`src/rtl/mcdf_pkg.sv`:
```
// Shared definitions for the MCDF formatter receive path: receiver FSM
// states, error codes, the legal packet lengths and the channel count.
package mcdf_pkg;

    typedef enum logic [2:0] {
        ST_IDLE       = 3'd0,
        ST_GRANT      = 3'd1,
        ST_WAIT_START = 3'd2,
        ST_RECV       = 3'd3,
        ST_DRAIN      = 3'd4
    } rx_state_e;

    localparam logic [1:0] ERR_SHORT   = 2'd0;
    localparam logic [1:0] ERR_LONG    = 2'd1;
    localparam logic [1:0] ERR_TIMEOUT = 2'd2;
    localparam logic [1:0] ERR_BAD_LEN = 2'd3;

    localparam logic [5:0] LEN_4  = 6'd4;
    localparam logic [5:0] LEN_8  = 6'd8;
    localparam logic [5:0] LEN_16 = 6'd16;
    localparam logic [5:0] LEN_32 = 6'd32;

    localparam int NUM_CH = 4;

    // True for the four packet lengths the formatter is allowed to advertise.
    function automatic logic is_legal_len(input logic [5:0] len);
        logic legal;
        case (len)
            LEN_4, LEN_8, LEN_16, LEN_32: legal = 1'b1;
            default:                      legal = 1'b0;
        endcase
        return legal;
    endfunction

endpackage

```
`src/rtl/fmt_rx_cnt.sv`:
```
// Saturating event counter: holds at all-ones instead of wrapping.
module fmt_rx_cnt
    import mcdf_pkg::*;
#(
    parameter int W = 16
) (
    input  logic         clk_i,
    input  logic         rst_i,
    input  logic         en_i,
    output logic [W-1:0] cnt_o
);

    logic [W-1:0] cnt_q;
    logic [W-1:0] cnt_d;

    // Next count: step on enable unless already saturated.
    always_comb begin
        cnt_d = cnt_q;
        if (en_i && (cnt_q != {W{1'b1}})) begin
            cnt_d = cnt_q + W'(1);
        end
    end

    // Count register with synchronous reset.
    always_ff @(posedge clk_i) begin
        if (rst_i) begin
            cnt_q <= '0;
        end else begin
            cnt_q <= cnt_d;
        end
    end

    assign cnt_o = cnt_q;

endmodule

```
`src/rtl/fmt_rx.sv`:
```
// Formatter-side packet receiver: grants one packet at a time, checks its
// framing against the advertised length, re-emits the words as a registered
// stream with channel/sop/eop tags and keeps good-packet and error counters.
// The formatter never stalls once a packet has started: every RECV cycle
// carries exactly one word.
module fmt_rx
    import mcdf_pkg::*;
#(
    parameter int TIMEOUT = 16,
    parameter int CNT_W   = 16
) (
    input  logic             clk_i,
    input  logic             rst_i,
    input  logic             fmt_req_i,
    input  logic [1:0]       fmt_chid_i,
    input  logic [5:0]       fmt_length_i,
    output logic             fmt_grant_o,
    input  logic [31:0]      fmt_data_i,
    input  logic             fmt_start_i,
    input  logic             fmt_end_i,
    input  logic             rx_ready_i,
    output logic             rx_valid_o,
    output logic [31:0]      rx_data_o,
    output logic [1:0]       rx_chid_o,
    output logic             rx_sop_o,
    output logic             rx_eop_o,
    output logic             err_o,
    output logic [1:0]       err_code_o,
    input  logic [1:0]       cnt_sel_i,
    output logic [CNT_W-1:0] pkt_cnt_o,
    output logic [CNT_W-1:0] err_cnt_o
);

    localparam int             TW         = $clog2(TIMEOUT + 1);
    localparam logic [TW-1:0]  TIMER_LAST = TW'(TIMEOUT - 1);

    rx_state_e     state_q,    state_d;
    logic [1:0]    chid_q,     chid_d;
    logic [5:0]    len_q,      len_d;
    logic          bad_len_q,  bad_len_d;
    logic [5:0]    count_q,    count_d;
    logic [TW-1:0] timer_q,    timer_d;
    logic          grant_q,    grant_d;
    logic          valid_q,    valid_d;
    logic [31:0]   data_q,     data_d;
    logic [1:0]    out_chid_q, out_chid_d;
    logic          sop_q,      sop_d;
    logic          eop_q,      eop_d;
    logic          err_q,      err_d;
    logic [1:0]    err_code_q, err_code_d;
    logic          good_q,     good_d;

    logic          accept;
    logic [6:0]    word_n;
    logic          len_hit;

    // 7-bit compare so an illegal length of 0 or above 32 never matches early.
    assign word_n  = {1'b0, count_q} + 7'd1;
    assign len_hit = (word_n == {1'b0, len_q});

    // Next-state and registered-output logic of the receive FSM.
    always_comb begin
        state_d    = state_q;
        chid_d     = chid_q;
        len_d      = len_q;
        bad_len_d  = bad_len_q;
        count_d    = count_q;
        timer_d    = timer_q;
        grant_d    = 1'b0;
        valid_d    = 1'b0;
        data_d     = '0;
        out_chid_d = '0;
        sop_d      = 1'b0;
        eop_d      = 1'b0;
        err_d      = 1'b0;
        err_code_d = '0;
        good_d     = 1'b0;
        accept     = 1'b0;

        case (state_q)
            ST_IDLE: begin
                if (fmt_req_i && rx_ready_i) begin
                    chid_d  = fmt_chid_i;
                    len_d   = fmt_length_i;
                    state_d = ST_GRANT;
                end
            end
            ST_GRANT: begin
                grant_d   = 1'b1;
                count_d   = '0;
                timer_d   = '0;
                bad_len_d = !is_legal_len(len_q);
                if (!is_legal_len(len_q)) begin
                    err_d      = 1'b1;
                    err_code_d = ERR_BAD_LEN;
                end
                state_d = ST_WAIT_START;
            end
            ST_WAIT_START: begin
                if (fmt_start_i) begin
                    accept = 1'b1;
                end else if (timer_q == TIMER_LAST) begin
                    err_d      = 1'b1;
                    err_code_d = ERR_TIMEOUT;
                    state_d    = ST_IDLE;
                end else begin
                    timer_d = timer_q + TW'(1);
                end
            end
            ST_RECV: begin
                accept = 1'b1;
            end
            ST_DRAIN: begin
                timer_d = timer_q + TW'(1);
                if (fmt_end_i || (timer_q == TIMER_LAST)) begin
                    state_d = ST_IDLE;
                end
            end
            default: begin
                state_d = ST_IDLE;
            end
        endcase

        // One packet word: forward it and decide how the packet terminates.
        // In WAIT_START count_q is 0, so word_n is 1 for the start word.
        if (accept) begin
            valid_d    = 1'b1;
            data_d     = fmt_data_i;
            out_chid_d = chid_q;
            sop_d      = (state_q == ST_WAIT_START);
            count_d    = (count_q == 6'h3F) ? count_q : count_q + 6'd1;
            state_d    = ST_RECV;
            if (fmt_end_i) begin
                eop_d   = 1'b1;
                state_d = ST_IDLE;
                if ((state_q == ST_RECV) && len_hit) begin
                    good_d = !bad_len_q;
                end else begin
                    err_d      = 1'b1;
                    err_code_d = ERR_SHORT;
                end
            end else if (len_hit) begin
                eop_d      = 1'b1;
                err_d      = 1'b1;
                err_code_d = ERR_LONG;
                timer_d    = '0;
                state_d    = ST_DRAIN;
            end
        end
    end

    // State, packet context and output registers.
    always_ff @(posedge clk_i) begin
        if (rst_i) begin
            state_q    <= ST_IDLE;
            chid_q     <= '0;
            len_q      <= '0;
            bad_len_q  <= 1'b0;
            count_q    <= '0;
            timer_q    <= '0;
            grant_q    <= 1'b0;
            valid_q    <= 1'b0;
            data_q     <= '0;
            out_chid_q <= '0;
            sop_q      <= 1'b0;
            eop_q      <= 1'b0;
            err_q      <= 1'b0;
            err_code_q <= '0;
            good_q     <= 1'b0;
        end else begin
            state_q    <= state_d;
            chid_q     <= chid_d;
            len_q      <= len_d;
            bad_len_q  <= bad_len_d;
            count_q    <= count_d;
            timer_q    <= timer_d;
            grant_q    <= grant_d;
            valid_q    <= valid_d;
            data_q     <= data_d;
            out_chid_q <= out_chid_d;
            sop_q      <= sop_d;
            eop_q      <= eop_d;
            err_q      <= err_d;
            err_code_q <= err_code_d;
            good_q     <= good_d;
        end
    end

    assign fmt_grant_o = grant_q;
    assign rx_valid_o  = valid_q;
    assign rx_data_o   = data_q;
    assign rx_chid_o   = out_chid_q;
    assign rx_sop_o    = sop_q;
    assign rx_eop_o    = eop_q;
    assign err_o       = err_q;
    assign err_code_o  = err_code_q;

    // Per-channel good-packet counters. chid_q still names the finished
    // packet in the cycle good_q is high, since a new request can only
    // overwrite it on the following edge.
    logic [CNT_W-1:0] ch_cnt [NUM_CH];

    for (genvar g = 0; g < NUM_CH; g++) begin : g_ch_cnt
        fmt_rx_cnt #(.W(CNT_W)) u_ch_cnt (
            .clk_i (clk_i),
            .rst_i (rst_i),
            .en_i  (good_q && (chid_q == 2'(g))),
            .cnt_o (ch_cnt[g])
        );
    end

    fmt_rx_cnt #(.W(CNT_W)) u_err_cnt (
        .clk_i (clk_i),
        .rst_i (rst_i),
        .en_i  (err_q),
        .cnt_o (err_cnt_o)
    );

    assign pkt_cnt_o = ch_cnt[cnt_sel_i];

endmodule

```
`config.mk`:
```
export PLATFORM = sky130hd
export DESIGN_NAME = fmt_rx
export DESIGN_NICKNAME = d
export VERILOG_FILES = /design/src/rtl/mcdf_pkg.sv /design/src/rtl/fmt_rx_cnt.sv /design/src/rtl/fmt_rx.sv
export SDC_FILE = /design/constraint.sdc
export NUM_CORES = 1
export LEC_CHECK = 0
export ABC_AREA = 1
export CAP_MARGIN = 30
export CELL_PAD_IN_SITES_DETAIL_PLACEMENT = 0
export CELL_PAD_IN_SITES_GLOBAL_PLACEMENT = 1
export CORE_MARGIN = 2
export CORE_UTILIZATION = 38
export CTS_CLUSTER_DIAMETER = 40
export DETAILED_ROUTE_END_ITERATION = 6
export GPL_ROUTABILITY_DRIVEN = 0
export PLACE_DENSITY_LB_ADDON = 0.3
export SLEW_MARGIN = 20
export SYNTH_ARGS = -nofsm -noshare
export SYNTH_HDL_FRONTEND = slang
export SYNTH_SLANG_ARGS = --single-unit
```
`constraint.sdc`:
```
create_clock -name clk_i -period 2 [get_ports clk_i]
set_clock_uncertainty 0.15 [all_clocks]
set_input_delay 0.2 -clock clk_i [delete_from_list [all_inputs] [get_ports clk_i]]
set_output_delay 0.2 -clock clk_i [all_outputs]
set_load 0.02 [all_outputs]
```
==> impl_metrics.csv <==
group,metric,value,unit
grt,antenna_found_initial,0,
hold_path,hp-start,"fmt_data_i[10]",
timing,hold_violations,0,
clock_network,cts.htree.levels,4,
final_layout,syn_to_final_growth,34.46,%
job,drv_cap,0,
synth,avgSynthCellArea,6.869,um^2
synth,synth-simple-area-share,28.47,%
grt,grt_usage,20.00,%
final_layout,fillers,1842,
synth,syn-cell-area,7226,um^2
critical_path,r2r_cells,8,
timing,slew_violations,0,
synth,ys.flop_type,"dfxtp_1",
critical_path,path_delay_family,"buffers and inverters",
critical_path,cp_cell_sequence,"clkdlybuf4s50_1 -> inv_2 -> buf_4 -> o21ai_0 -> a21oi_1 -> a21oi_2 -> clkdlybuf4s15_2",
timing,clock.fmax,0.5212,GHz
timing,tightestPinTransition,0.4609,ns
clock_network,clk_path_buf_depth,2,
synth,synth-edff-count,0,
critical_path,r2r_start,"g_ch_cnt[2].u_ch_cnt.cnt_o[1]",
critical_path,worst-path-max-fanout,5,
synth,synth-async-reset-ratio,0,%
floorplan,die_area,20130,um^2
routing,drc,0,
timing,period_minus_slack,1.919,ns
critical_path,crit_start,"cnt_sel_i[0]",
routing,ant_nets,0,
status,status,"finished, final reports clean",
final_layout,layout-drive-gt1-share,13.76,%
floorplan,pin_count,121,
routing,wl_per_cell,13.53,um
power,powerDensity,752.1,nW/um^2
critical_path,end_kind,"primary output",
clock_network,numCtsBuffers,17,
power,p_leak,0.003722,uW
synth,synthAdderAreaFrac,1.558,%
clock_network,worstSkewPairLatency,0.42,ns
critical_path,slowest_delay,0.50,ns
final_layout,nets,1287,
critical_path,cp-start-kind,"input pin",
place,port_buffers,120,
synth,postSynthCellCount,1052,
clock_network,clockRootBuffer,"clkbuf_16",
clock_network,clock_sinks,145,
hold_path,hold-path-cell-count,3,
synth,synth.area.top_cells,"dfxtp_1 40%, nand2_1 11%, inv_1 7.4%",
timing,timing.final.ws_setup,0.08118,ns
hold_path,hold_path_class,"input pin to flop",
critical_path,crit_type,"input pin to primary output",
synth,synth_top_family_by_area,"simple AND/OR/NAND/NOR gates",
place,hpwlAfterDp,15170,um
floorplan,die_w,141.9,um
timing,setup_viol,0,
synth,ys_top_cells_by_count,"208 x nand2_1, 145 x dfxtp_1, 143 x inv_1",
critical_path,cp_slowest_cell,"clkdlybuf4s50_1",
final_layout,antenna_cells,0,
routing,vias_per_cell,4.870,
critical_path,cp.arrival,1.57,ns
final_layout,utilization,51.94,%
routing,routed-via-count,7193,
floorplan,core-area,18710,um^2
grt,grt_pass1_vias,6547,
grt,overflow,0,
critical_path,cp_num_buf_inv,4,
timing,fin_crit_sh,95.94,%
power,worst_ir_drop_vdd,0.5812,mV
synth,synth_area_leader_cell,"dfxtp_1",
synth,synth_seq_cells,145,
synth,ys_warn_count,0,
clock_network,cts_hold_buf,0,
grt,grt_max_degree,34,
grt,grt_pass1_wl,32300,um
synth,synth_xor_area_share,3.879,%
place,place_ws,-0.4180,ns
clock_network,cts_tree,"built",
final_layout,multiInputGateArea,3641,um^2
clock_network,cts.clk_slew.worst_paths,0.07,ns
floorplan,placementRows,50,
critical_path,crit_required,1.65,ns
timing,grt_setup_unrepaired,"false",
synth,synth_compound_area_share,15.91,%
synth,synth_top_area_share,40.17,%
floorplan,fp.dieH,141.9,um
synth,ys_seq_area_share,40.17,%
floorplan,start_util,38.63,%
synth,muxShareOfSynthArea,0,%
synth,yosysUniqueCellTypes,43,
routing,first_pass_iters,5,
synth,syn_nets,1109,
synth,yosysMostFrequentCell,"nand2_1",
routing,wl,19990,um
final_layout,regArea,2907,um^2
routing,dr.first_iter.drc_count,405,
critical_path,crit_cells,7,
timing,max_slew_margin,69.24,%
[logic make-up after synthesis]
group           after synthesis
compound gates              213
xor+xnor                     32
flops                       145
buf+inv                     181
fa+ha+maj                     9
simple gates                472
[final timing paths]
| path | to | slack (ns) |
|---|---|---|
| setup / recovery | pkt_cnt_o[15] | 0.08 |
| hold / removal | rx_data_o[10] | 0.13 |
| setup reg to reg | g_ch_cnt[2].u_ch_cnt.cnt_o[2] | 0.12 |
| hold reg to reg | good_q | 0.31 |
[tightest hold or removal path, delay by kind of cell]
family                 cells  cell delay (ns)
buffers and inverters      2             0.44
and+or+nand+nor            1             0.03
[per-layer routing]
metal	routed length [um]	GRT usage (%)
met4	276	5.684
met2	8546	31.12
met3	1274	5.501
met5	0	0
met1	9892	27.24
[through the flow]
step	instance area, um^2	power (uW)	std cells	TNS [ns]	hold WS (ns)
2_1_floorplan	7226	3681	1052	0	0.1288
3_3_place_gp	9100	4111	1443	-5.215	0.2919
3_5_place_dp	9100	4113	1443	-5.492	0.2913
4_1_cts	9696	7381	1475	0	0.1135
5_1_grt	9716	7649	1477	0	0.1242
6_report	9716	7307	1477	0	0.1347
[state kept, by name (all words and copies together), names as in the netlist]
signal / cells
len_q: 6
bad_len_q: 1
rx_valid_o: 1
rx_data_o: 32
fmt_grant_o: 1
rx_sop_o: 1
rx_eop_o: 1
count_q: 6
err_o: 1
rx_chid_o: 2
err_code_o: 2
g_ch_cnt.u_ch_cnt.cnt_o: 64
good_q: 1
state_q: 3
u_err_cnt.cnt_o: 16
chid_q: 2
timer_q: 5
[repair_timing]
| item | in CTS | in global routing |
|---|---|---|
| pin swaps | 0 | 1 |
| setup buffers | 0 | 2 |
| setup endpoints to repair | 16 | 25 |
| resized for setup | 40 | 29 |
[layout by cell type, fill, tap and decap left out, types with 34 or more instances in the layout]
cell / Yosys / routed
buf_4: 1 / 65
nand3_1: 56 / 55
inv_1: 143 / 141
clkdlybuf4s50_1: 0 / 103
dfxtp_1: 145 / 142
nand2_1: 208 / 205
nor3_1: 35 / 34
o21ai_0: 71 / 70
nor2_1: 125 / 122
a21oi_1: 107 / 106
[power breakdown]
part           total [uW]  switching, uW  internal (uW)
combinational        1010            587            421
sequential           3060           63.4           2990
clock                3240           1370           1880
total                7310           2020           5290
[layout make-up]
| type | instances | area share, % |
|---|---|---|
| clock buffer | 17 | 4.379 |
| sequential | 145 | 29.92 |
| tap | 234 | 3.014 |
| clock inverter | 15 | 1.739 |
| inverter | 151 | 5.847 |
| timing repair buffer | 189 | 17.63 |
| multi-input combinational | 726 | 37.48 |
No activity file was read; power rests on OpenSTA's default activity.
